## src/rtl/dmem_arbiter.sv

```systemverilog
// dmem_arbiter: shares the single-port data RAM between the CPU data port (A) and a host port (B),
// and decodes 0xFFFFFE (STDOUT) / 0xFFFFFF (HALT). Optional macro ARB_STARVE_GUARD_EN adds a B wait guard.
module dmem_arbiter #(
    parameter int AW       = 24,
    parameter int DW       = 32,
    parameter int RAM_AW   = 16,
    parameter int MAX_WAIT = 8
) (
    input  logic              i_clk,
    input  logic              i_rst,
    input  logic              i_clk_en,

    input  logic              i_a_req,
    input  logic              i_a_wr,
    input  logic [AW-1:0]     i_a_addr,
    input  logic [DW-1:0]     i_a_wdata,
    output logic              o_a_gnt,
    output logic [DW-1:0]     o_a_rdata,
    output logic              o_a_rvld,

    input  logic              i_b_req,
    input  logic              i_b_wr,
    input  logic [AW-1:0]     i_b_addr,
    input  logic [DW-1:0]     i_b_wdata,
    input  logic              i_b_lock,
    output logic              o_b_gnt,
    output logic [DW-1:0]     o_b_rdata,
    output logic              o_b_rvld,

    output logic              o_ram_en,
    output logic              o_ram_wr,
    output logic [RAM_AW-1:0] o_ram_addr,
    output logic [DW-1:0]     o_ram_wdata,
    input  logic [DW-1:0]     i_ram_rdata,

    output logic              o_stdout_vld,
    output logic [DW-1:0]     o_stdout_data,
    output logic              o_halt,

    output logic [1:0]        o_dbg_state
);

    localparam logic [1:0]    ST_RUN  = 2'd0;
    localparam logic [1:0]    ST_LOCK = 2'd1;
    localparam logic [1:0]    ST_HALT = 2'd2;
    localparam logic [AW-2:0] IO_HI   = '1;

    logic [1:0]    r_state;
    logic [1:0]    w_state_nxt;
    logic          w_en;
    logic          w_starve;
    logic          w_a_gnt;
    logic          w_b_gnt;
    logic          w_acc;
    logic          w_wr;
    logic          w_io;
    logic          w_io_wr_stdout;
    logic          w_io_wr_halt;
    logic [AW-1:0] w_addr;
    logic [DW-1:0] w_wdata;

    logic          r_a_rvld;
    logic          r_b_rvld;
    logic          r_tag_io;
    logic [DW-1:0] r_tag_iodata;
    logic          r_stdout_vld;
    logic [DW-1:0] r_stdout_data;
    logic          r_halt;

    assign w_en = i_clk_en & ~i_rst;

`ifdef ARB_STARVE_GUARD_EN
    localparam int CW = $clog2(MAX_WAIT + 1);
    logic [CW-1:0] r_wait_cnt;

    always_ff @(posedge i_clk) begin
        if (i_rst) begin
            r_wait_cnt <= '0;
        end else if (i_clk_en) begin
            if (!i_b_req || w_b_gnt) begin
                r_wait_cnt <= '0;
            end else if (r_wait_cnt != CW'(MAX_WAIT)) begin
                r_wait_cnt <= r_wait_cnt + 1'b1;
            end
        end
    end

    assign w_starve = (r_wait_cnt == CW'(MAX_WAIT));
`else
    // Guard compiled out: B never overrides A in RUN.
    assign w_starve = (MAX_WAIT < 0);
`endif

    // Handshake: a port's request is accepted on the rising edge where its req, its gnt and
    // i_clk_en are all high; gnt is offered combinationally and may stay low while req is held.
    always_comb begin
        w_a_gnt = 1'b0;
        w_b_gnt = 1'b0;
        if (w_en) begin
            case (r_state)
                ST_RUN: begin
                    if (i_b_req && (w_starve || !i_a_req)) begin
                        w_b_gnt = 1'b1;
                    end else begin
                        w_a_gnt = i_a_req;
                    end
                end
                default: w_b_gnt = i_b_req;
            endcase
        end
    end

    assign w_acc   = w_a_gnt | w_b_gnt;
    assign w_addr  = w_b_gnt ? i_b_addr  : i_a_addr;
    assign w_wr    = w_b_gnt ? i_b_wr    : i_a_wr;
    assign w_wdata = w_b_gnt ? i_b_wdata : i_a_wdata;
    assign w_io    = (w_addr[AW-1:1] == IO_HI);

    assign w_io_wr_stdout = w_acc & w_wr & w_io & ~w_addr[0];
    assign w_io_wr_halt   = w_acc & w_wr & w_io &  w_addr[0];

    assign o_ram_en    = w_acc & ~w_io;
    assign o_ram_wr    = o_ram_en & w_wr;
    assign o_ram_addr  = o_ram_en ? w_addr[RAM_AW-1:0] : '0;
    assign o_ram_wdata = o_ram_wr ? w_wdata : '0;

    // A HALT write wins over any lock transition taken in the same cycle.
    always_comb begin
        w_state_nxt = r_state;
        if (w_io_wr_halt) begin
            w_state_nxt = ST_HALT;
        end else begin
            case (r_state)
                ST_RUN:  if (w_b_gnt && i_b_lock) w_state_nxt = ST_LOCK;
                ST_LOCK: if ((w_b_gnt && !i_b_lock) || !i_b_req) w_state_nxt = ST_RUN;
                ST_HALT: w_state_nxt = ST_HALT;
                default: w_state_nxt = ST_RUN;
            endcase
        end
    end

    always_ff @(posedge i_clk) begin
        if (i_rst) begin
            r_state <= ST_RUN;
        end else if (i_clk_en) begin
            r_state <= w_state_nxt;
        end
    end

    // Read tag: owner bits plus whether the data comes from the RAM or from the I/O decode.
    always_ff @(posedge i_clk) begin
        if (i_rst) begin
            r_a_rvld     <= 1'b0;
            r_b_rvld     <= 1'b0;
            r_tag_io     <= 1'b0;
            r_tag_iodata <= '0;
        end else if (i_clk_en) begin
            r_a_rvld     <= w_a_gnt & ~i_a_wr;
            r_b_rvld     <= w_b_gnt & ~i_b_wr;
            r_tag_io     <= w_io;
            r_tag_iodata <= w_addr[0] ? {{(DW-1){1'b0}}, r_halt} : '0;
        end
    end

    always_ff @(posedge i_clk) begin
        if (i_rst) begin
            r_stdout_vld  <= 1'b0;
            r_stdout_data <= '0;
            r_halt        <= 1'b0;
        end else if (i_clk_en) begin
            r_stdout_vld <= w_io_wr_stdout;
            if (w_io_wr_stdout) begin
                r_stdout_data <= w_wdata;
            end
            if (w_io_wr_halt) begin
                r_halt <= 1'b1;
            end
        end
    end

    assign o_a_gnt       = w_a_gnt;
    assign o_b_gnt       = w_b_gnt;
    assign o_a_rvld      = r_a_rvld;
    assign o_b_rvld      = r_b_rvld;
    assign o_a_rdata     = r_a_rvld ? (r_tag_io ? r_tag_iodata : i_ram_rdata) : '0;
    assign o_b_rdata     = r_b_rvld ? (r_tag_io ? r_tag_iodata : i_ram_rdata) : '0;
    assign o_stdout_vld  = r_stdout_vld;
    assign o_stdout_data = r_stdout_data;
    assign o_halt        = r_halt;
    assign o_dbg_state   = r_state;

endmodule

```

## config.mk

```make
export PLATFORM = sky130hd
export DESIGN_NAME = dmem_arbiter
export DESIGN_NICKNAME = d
export VERILOG_FILES = /design/src/rtl/dmem_arbiter.sv
export SDC_FILE = /design/constraint.sdc
export NUM_CORES = 1
export LEC_CHECK = 0
export BUFFER_PORTS_ARGS = -buffer_cell sky130_fd_sc_hd__buf_2
export CAP_MARGIN = 20
export CORE_AREA = 5 5 115 117
export DETAILED_ROUTE_END_ITERATION = 6
export DIE_AREA = 0 0 120 122
export PLACE_DENSITY = 0.68
export SKIP_LAST_GASP = 1
export SLEW_MARGIN = 30
export SYNTH_ARGS = -nofsm -noshare
export SYNTH_HDL_FRONTEND = slang
export SYNTH_SLANG_ARGS = --single-unit
```

## constraint.sdc

```tcl
create_clock -name i_clk -period 3.2 [get_ports i_clk]
set_clock_uncertainty 0.15 [all_clocks]
set_input_delay 0.64 -clock i_clk [delete_from_list [all_inputs] [get_ports i_clk]]
set_output_delay 0.64 -clock i_clk [all_outputs]
set_load 0.01 [all_outputs]
```

==> flow_summary.yaml, run 1 <==
route:
  drt_first_pass_iters: 4
  routed_wl_microns: 12870
  drtIter0Drc: 183
  route.detailed.drc: 0
  antenna_left: 0
  wire_per_inst_microns: 15.60
  vias: 3930
  routed_via_density: 4.764
synthesis:
  synth_top_family_by_area: "simple AND/OR/NAND/NOR gates"
  muxShareOfSynthArea_pct: 16.81
  synth_common_cells: "and2_1, mux2i_1, dfxtp_1, nor2_1"
  synth.area.top_cells: "dfxtp_1, mux2i_1, and2_1"
  ys_ff_latch: 40
  ys.warnings.count: 0
  synth_most_common_cell: "and2_1"
  synth_top_area_share_pct: 26.82
  synth_ff_type: "dfxtp_1"
  synth_cell_types: 37
  synthSimpleGateAreaFrac_pct: 29.34
  ys_seq_area_share_pct: 26.82
  synthAdderAreaFrac_pct: 0
  synth-edff-count: 0
  syn-instance-count: 372
  syn_avg_cell_area_sq_um: 8.025
  netlist_area_sq_mm: 0.002985
  synth_area_leader_cell: "dfxtp_1"
  async_flop_share_pct: 0
  synth_compound_area_share_pct: 20.54
  synth_nets: 524
  synthXorXnorAreaFrac_pct: 0
sta:
  tns_ns: 0
  finalSetupViolations: 0
  clock.fmax_ghz: 0.3269
  rsz0062_at_grt: "no"
  maxSlewViolCount: 0
  min_period_ns: 3.059
  fin_crit_sh_pct: 95.61
  relSlewSlack_pct: 71.69
  worst_pin_slew_ns: 0.4246
  hold_violations: 0
  holdWs_ns: 0.3153
clocking:
  clockBufferDepth: 2
  cts.sinks: 40
  cts_made_buffers: 5
  h-tree-depth: 2
  cts_tree: "yes"
  hold_buffers: 0
  cts_root_buffer: "clkbuf_16"
  worstSkewPairLatency_ns: 0.28
  clk_pin_slew_ns: 0.06
power_and_ir_drop:
  p_leak_nw: 2.807
  p_per_area_mw_per_mm2: 277.6
  power.switching_w: 0.0003588
  ir_drop_mv: 0.1811
  p_int_w: 0.001016
  clkPwrFrac_pct: 42.2
  power.share.sequential_pct: 36.3
  combPwrFrac_pct: 21.4
  netSwitchingFraction_pct: 26.10
  finalPower_w: 0.001375
setup_path:
  worst_path_max_delay_cell: "or3b_4"
  cp_slowest_stage_delay_ns: 0.41
  reg2reg_from: "o_dbg_state[0]"
  startpoint_type: "primary input"
  cp_top_family: "simple AND/OR/NAND/NOR gates"
  crit_start: "i_a_req"
  crit_chain: "buf_2 > or3b_4 > nand2_4 > mux2_1 > a21o_1 > buf_12 > nor2_1 > buf_2"
  path_common_cell: "buf_2"
  worstPathRequired_ns: 2.41
  cp-end-kind: "output port"
  cp_max_fo: 33
  arrival_ns: 2.27
  criticalPathCategory: "primary input to output port"
  worst-path-buf-inv: 3
flow_run:
  cap_viol_max_count: 0
placement:
  place_hpwl_microns: 10410
  port_buffers: 305
  post-place-cells: 816
  place.gp.congestion: 0.8453
floorplan:
  dieWidth_microns: 120
  fp-row-count: 41
  ioPinCount: 306
  fp.dieH_microns: 122
  initial_utilization_pct: 24.35
  die-area_sq_mm: 0.01464
  coreArea_sq_mm: 0.01226
layout:
  drive_above_1_share_pct: 51.85
  nFillCells: 1280
  regArea_sq_um: 800.8
  fin_util_pct: 40.39
  diodes: 0
  syn_to_final_growth_pct: 65.88
  instances_no_fill: 825
  nets: 826
  multi_input_area_sq_mm: 0.001993
worst_hold_path:
  hp-class: "register to register"
  hold_path.startpoint: "r_tag_iodata[0]"
outcome:
  outcome: "complete, no violations"
global_routing:
  globalRouteOverflowTotal: 0
  grt_antenna_before_repair: 0
  grt_pass1_vias: 3836
  grt_max_degree: 39
  track_usage_pct: 16.26
  grt_pass1_wl_microns: 19500
cells in the final DEF (no fill, tap or decap), types with 2 or more instances in the layout:
cell type  count
dfxtp_1       40
inv_1          3
nor3_1        18
a21oi_1        5
a21boi_0       2
a31oi_1       32
nor2_1        38
nor2b_1        5
nand4_1        8
a211oi_1      32
nand2_1       10
buf_2        305
nand3_1        6
a2111oi_4      2
and2_1        62
o21ai_0        2
a21o_1         4
clkbuf_16      5
nor4_1         4
buf_12         5
buf_4         21
mux2i_1       49
cell type report:
class                   count  area share (%)
multi-input cells         292           40.25
repair buffers            331           36.03
flip-flops and latches     40           16.17
well taps                 150           3.790
clock buffers               5           2.527
clock inverters             3          0.9348
inverters                   4          0.3032
power by group through the flow:
stage                     Sequential [W]  Clock [W]  Combinational [W]
after floorplan                 0.000511          0           0.000125
after detailed placement        0.000511          0           0.000295
after global routing            0.000499   0.000620           0.000324
final                           0.000499   0.000581           0.000295
after CTS                       0.000499   0.000600           0.000296
after global placement          0.000511          0           0.000293
worst paths after layout:
path / to / slack (ns) / cells past startpoint
worst max-delay path: o_ram_wdata[18] / 0.14 / 8
worst min-delay path: r_tag_iodata[0] / 0.32 / 2
worst max register to register: o_stdout_data[27] / 0.81 / 7
worst min register to register: r_tag_iodata[0] / 0.32 / 2
cell families (layout without fill, tap and decap cells):
logic type | Yosys count | count (layout)
and+or+nand+nor | 159 | 159
AOI/OAI and AO/OA | 83 | 83
muxes | 50 | 50
buffers and inverters | 40 | 343
DFF | 40 | 40
timing repair:
| action | 4_1_cts | 5_1_grt |
|---|---|---|
| endpoints found under the setup margin | 0 | 12 |
| resized for setup | 0 | 1 |
| buffers inserted | 0 | 1 |
worst register-to-register path, cell delays in order (launching register included):
cell and delay, ns:
dfxtp_1 0.37, or3b_4 0.46, buf_4 0.18, and3_4 0.19
a2111oi_4 0.38, buf_12 0.23, a31oi_1 0.13, a211oi_1 0.23
sequential cells by signal, summed over array words and instances, names as in the netlist:
signal         flops
o_b_rvld           1
r_tag_iodata       1
r_tag_io           1
o_a_rvld           1
o_stdout_vld       1
o_stdout_data     32
o_halt             1
o_dbg_state        2
per-layer routing:
metal  routed length, microns  vias up  track usage [%]
met5                        0        -                0
met4                      235        0            4.438
met3                     1037       10            4.225
met2                     6700      176            30.91
met1                     4894     1797            17.79
li1                         -     1947                -
metrics by stage:
step	cell area, sq um	worst slack, ns
after global placement	4771	0.1144
after detailed placement	4771	0.07446
after CTS	4942	0.06908
after floorplan	2985	0.09787
after global routing	4952	0.06481
final	4952	0.1406
Note: power is estimated with default switching activity, not from simulation.
==> run 2, diff against run 1 <==
Settings changed: ABC_AREA set to 1, CORE_AREA 5 5 115 117 to 5 5 114 116, DIE_AREA 0 0 120 122 to 0 0 119 121, PLACE_DENSITY 0.68 to 0.72.
==> run 2 against run 1 <==
Synthesized cell count rose by 41%. Register-to-register slack worse by 0.25 ns. Sequential power hardly changed. Sequential share of layout area is 2.0 points lower.
==> flow_summary.yaml, run 2 <==
outcome:
  outcome: "complete, no violations"
sta:
  holdWs_ns: 0.2881
  clock.fmax_ghz: 0.3142
  fin_crit_sh_pct: 99.44
  rsz0062_at_grt: "yes"
  maxSlewViolCount: 0
  min_period_ns: 3.182
  hold_violations: 0
  relSlewSlack_pct: 38.34
  worst_pin_slew_ns: 0.9239
  finalSetupViolations: 0
synthesis:
  ys.warnings.count: 0
  synth.area.top_cells: "dfxtp_1, inv_1, mux2i_1"
  synth_nets: 677
  synth_area_leader_cell: "dfxtp_1"
  syn_avg_cell_area_sq_um: 6.261
  synth-edff-count: 0
  synth_common_cells: "inv_1, nand2_1, nor3_1, nor2_1, dfxtp_1"
  async_flop_share_pct: 0
  synth_cell_types: 27
  synth_ff_type: "dfxtp_1"
  ys_seq_area_share_pct: 24.36
  syn-instance-count: 525
  synth_most_common_cell: "inv_1"
  ys_ff_latch: 40
  netlist_area_sq_mm: 0.003287
  synth_top_area_share_pct: 24.36
global_routing:
  grt_pass1_vias: 4136
  grt_pass1_wl_microns: 20250
  track_usage_pct: 16.71
  grt_max_degree: 40
  grt_antenna_before_repair: 1
  globalRouteOverflowTotal: 0
route:
  route.detailed.drc: 0
  antenna_left: 0
  vias: 4486
  drtIter0Drc: 138
  routed_wl_microns: 14080
  routed_via_density: 4.578
  wire_per_inst_microns: 14.36
  drt_first_pass_iters: 4
layout:
  diodes: 0
  nFillCells: 1226
  instances_no_fill: 980
  drive_above_1_share_pct: 52.94
  syn_to_final_growth_pct: 71.98
  final_common_cell: "buf_2"
  fin_util_pct: 47.86
  largest_reg_flops: 32
  nets: 984
  final_cell_mix: "buf_2, inv_1, nand2_1, nor3_1, dfxtp_1"
clocking:
  hold_buffers: 0
  clockBufferDepth: 2
  worstSkewPairLatency_ns: 0.28
  cts_made_buffers: 5
  cts_tree: "yes"
  cts.sinks: 40
  clk_pin_slew_ns: 0.06
  cts_root_buffer: "clkbuf_16"
  h-tree-depth: 2
flow_run:
  cap_viol_max_count: 0
placement:
  place_hpwl_microns: 10660
  place.gp.congestion: 0.8317
  post-place-cells: 966
  port_buffers: 305
setup_path:
  arrival_ns: 2.39
  ff2ff_path_depth: 16
  worstPathRequired_ns: 2.41
  cp_max_fo: 8
  startpoint_type: "primary input"
  cp-end-kind: "output port"
  criticalPathCategory: "primary input to output port"
power_and_ir_drop:
  ir_drop_mv: 0.2320
  p_per_area_mw_per_mm2: 262.9
  p_leak_nw: 3.264
floorplan:
  initial_utilization_pct: 27.83
  die-area_sq_mm: 0.01440
  coreArea_sq_mm: 0.01181
  fp-row-count: 40
  fp.dieH_microns: 121
  ioPinCount: 306
  dieWidth_microns: 119
worst_hold_path:
  hp-class: "register to register"
  whs_path_depth: 2
## run 2: cells by family (layout without fill, tap and decap cells)
group / count (synthesis) / after routing / share of synthesized area, %
muxes: 33 / 33 / 10.05
DFF: 40 / 40 / 24.36
AOI/OAI and AO/OA: 57 / 57 / 12.07
and+or+nand+nor: 260 / 260 / 36.47
buffers and inverters: 135 / 443 / 17.05
## run 2: area by class of cell
class	count	area (sq um)	area share [%]
tap	147	183.9	3.254
multi-input combinational	350	2178	38.53
clock buffer	5	125.1	2.213
clock inverter	3	46.29	0.8189
inverter	95	369.1	6.529
timing repair buffer	340	1948	34.46
sequential	40	802.0	14.19
## run 2: per-stage QoR
stage / total power, W / instance area (sq um) / TNS [ns] / worst slack (ns)
after detailed placement: 0.0008552 / 5050 / -1.825 / -0.07222
after floorplan: 0.0006753 / 3287 / 0 / 0.02313
after CTS: 0.001443 / 5226 / 0 / 0.002220
after global routing: 0.001558 / 5653 / -2.260 / -0.1009
final: 0.001486 / 5653 / 0 / 0.01780
after global placement: 0.0008534 / 5050 / -0.08665 / -0.03653
## run 2: worst paths after layout
| check | start | endpoint | slack (ns) |
|---|---|---|---|
| worst max-delay path | i_rst | o_ram_wdata[31] | 0.02 |
| worst min-delay path | o_stdout_data[19] | o_stdout_data[19] | 0.29 |
| worst max register to register | o_dbg_state[0] | o_stdout_data[11] | 0.56 |
| worst min register to register | o_stdout_data[19] | o_stdout_data[19] | 0.29 |
## run 2: layer usage
metal,wire length [microns],track usage [%],share of wire (%),vias up
met4,276,3.186,2.0,2
met5,10,0,0.071,-
li1,-,-,-,2308
met2,7257,30.20,52,211
met3,1249,4.522,8.9,20
met1,5282,19.88,38,1945
## run 2: report_power, final
group	switching, W	internal, W	total, W
registers	0.00000122	0.000499	0.000500
clock network	0.000211	0.000371	0.000582
logic	0.000219	0.000184	0.000404
## run 2: critical path, stage by stage
cell and delay [ns]:
buf_8 0.10, inv_4 0.05, nand2_4 0.05, nor2_4 0.13, nand2_4 0.10, buf_8 0.16
inv_4 0.06, nand2_2 0.05, nand2_2 0.06, nor2_2 0.03, nand2_1 0.07, nor2_2 0.05
and2_4 0.17, nor2_4 0.14, clkinv_4 0.11, clkbuf_16 0.20, nor2_4 0.11, buf_6 0.11
## run 2: what timing repair did
item | 4_1_cts | 5_1_grt
pin swaps | 0 | 13
resized for setup | 2 | 96
setup buffers | 0 | 3
cloned | 0 | 3
setup endpoints to repair | 48 | 48
==> run 3, diff against run 2 <==
Settings changed: REMOVE_ABC_BUFFERS set to 1.
==> run 3 against run 2 <==
The flow now finishes with violations (setup timing). Largest cell class unchanged. Power up 1.1%. Setup slack worse by 0.15 ns. Via count up 4.1%. Critical endpoint is now o_ram_wdata[19].
==> flow_summary.yaml, run 3 (synthesis gave the netlist of run 2 again) <==
outcome:
  outcome: "finished, violations left"
  violations: "setup timing"
setup_path:
  worst_path_max_delay_cell: "nor2_4"
  cp_max_fo: 8
  path_common_cell: "nor2_4"
  arrival_ns: 2.54
  crit_chain: "buf_8 > inv_6 > nand2_4 > nor2_4 > nand2_4 > buf_8 > o21ai_4 > nor2_1 > nand2_1 > nor2_2 > and2_4 > nor2_4 > clkinv_4 > clkbuf_16 > nor2_4 > buf_6"
  worstPathRequired_ns: 2.41
  cp-end-kind: "output port"
  startpoint_type: "primary input"
  criticalPathCategory: "primary input to output port"
  cp_slowest_stage_delay_ns: 0.23
power_and_ir_drop:
  netSwitchingFraction_pct: 29.61
  p_int_w: 0.001057
  clkPwrFrac_pct: 38.8
  ir_drop_mv: 0.2367
  power.switching_w: 0.0004446
  p_leak_nw: 3.261
  p_per_area_mw_per_mm2: 261.0
  combPwrFrac_pct: 27.8
  power.share.sequential_pct: 33.3
clocking:
  clk_pin_slew_ns: 0.06
  worstSkewPairLatency_ns: 0.28
  cts.sinks: 40
  hold_buffers: 0
  cts_tree: "yes"
  clockBufferDepth: 2
  h-tree-depth: 2
  cts_made_buffers: 5
  cts_root_buffer: "clkbuf_16"
worst_hold_path:
  hp-class: "register to register"
global_routing:
  grt_max_degree: 40
  grt_antenna_before_repair: 0
  grt_pass1_vias: 4170
  track_usage_pct: 17.22
  globalRouteOverflowTotal: 0
  grt_pass1_wl_microns: 20600
layout:
  final_cell_mix: "buf_2, inv_1, nand2_1, nor3_1, dfxtp_1"
  instances_no_fill: 978
  final_common_cell: "buf_2"
  drive_above_1_share_pct: 51.50
  nets: 982
  syn_to_final_growth_pct: 75.07
  diodes: 0
  largest_reg_flops: 32
route:
  routed_via_density: 4.774
  drt_first_pass_iters: 6
  wire_per_inst_microns: 15.56
  route.detailed.drc: 0
  vias: 4669
  drtIter0Drc: 194
  antenna_left: 0
  routed_wl_microns: 15220
sta:
  min_period_ns: 3.329
  fin_crit_sh_pct: 104.0
  finalSetupViolations: 33
  relSlewSlack_pct: 39.79
  setup_ws_ns: -0.1288
  clock.fmax_ghz: 0.3004
  worst_pin_slew_ns: 0.9022
  maxSlewViolCount: 0
  rsz0062_at_grt: "yes"
  holdWs_ns: 0.2887
  hold_violations: 0
flow_run:
  cap_viol_max_count: 0
placement:
  place.gp.congestion: 0.8480
  place_hpwl_microns: 10800
  place_ws_ns: -0.09883
  port_buffers: 305
  post-place-cells: 958
floorplan:
  coreArea_sq_mm: 0.01181
  fp.dieH_microns: 121
  dieWidth_microns: 119
  fp-row-count: 40
  initial_utilization_pct: 27.83
  die-area_sq_mm: 0.01440
  ioPinCount: 306
-- run 3: cell count changes in the layout (fill, tap and decap cells not counted), sizes merged --
cell | before | now
inv | 95 | 94
clkinv | 1 | 3
nand2 | 86 | 87
buf | 338 | 335
clkinvlp | 1 | 0
-- run 3: critical path, delay by kind of cell --
| kind | cells | cell delay [ns] |
|---|---|---|
| AO/OA/AOI/OAI | 1 | 0.14 |
| buffers and inverters | 6 | 0.73 |
| AND/OR/NAND/NOR | 9 | 1.00 |
-- run 3: area by class of cell --
cell class	instances	area, sq um
inverters	95	369.1
clock inverters	3	47.55
repair buffers	337	2018
clock buffers	5	125.1
multi-input cells	351	2208
flip-flops and latches	40	802.0
well taps	147	183.9
fillers	1214	6057
-- run 3: through the flow --
step	utilization (%)	power, W	instance area [sq um]	setup TNS (ns)
final	48.72	0.001502	5754	-2.480
after global routing	48.72	0.001576	5754	-8.578
after CTS	43.82	0.001441	5176	0
after detailed placement	42.25	0.0008490	4990	-3.658
after global placement	42.25	0.0008474	4990	-0.5665
after floorplan	-	0.0006617	3083	-81.87
-- run 3: final timing paths --
check                    startpoint           endpoint  slack (ns)  depth (start not counted)
setup reg to reg     o_dbg_state[0]   o_stdout_data[2]        0.51                         13
setup / recovery              i_rst    o_ram_wdata[19]       -0.13                         16
hold reg to reg   o_stdout_data[19]  o_stdout_data[19]        0.29                          2
hold / removal    o_stdout_data[19]  o_stdout_data[19]        0.29                          2
-- run 3: what timing repair did --
item	CTS	global route
cloned	0	4
pin swaps	0	16
setup buffers	0	8
resized for setup	6	107
hold endpoints to repair	0	0
endpoints found under the setup margin	48	49
-- run 3: power groups by stage --
| stage | sequential [W] | combinational [W] | clock (W) |
|---|---|---|---|
| after CTS | 0.000500 | 0.000341 | 0.000599 |
| after detailed placement | 0.000512 | 0.000337 | 0 |
| after global routing | 0.000501 | 0.000455 | 0.000620 |
| final | 0.000500 | 0.000418 | 0.000583 |
| after global placement | 0.000512 | 0.000336 | 0 |
| after floorplan | 0.000512 | 0.000150 | 0 |
-- run 3: layer usage --
| metal | up-vias | part of all wire, % | GRT usage (%) |
|---|---|---|---|
| met4 | 0 | 2.0 | 4.417 |
| met1 | 2094 | 37 | 19.56 |
| met2 | 245 | 52 | 31.79 |
| met3 | 24 | 8.6 | 4.569 |
| li1 | 2306 | - | - |
| met5 | - | 0 | 0 |
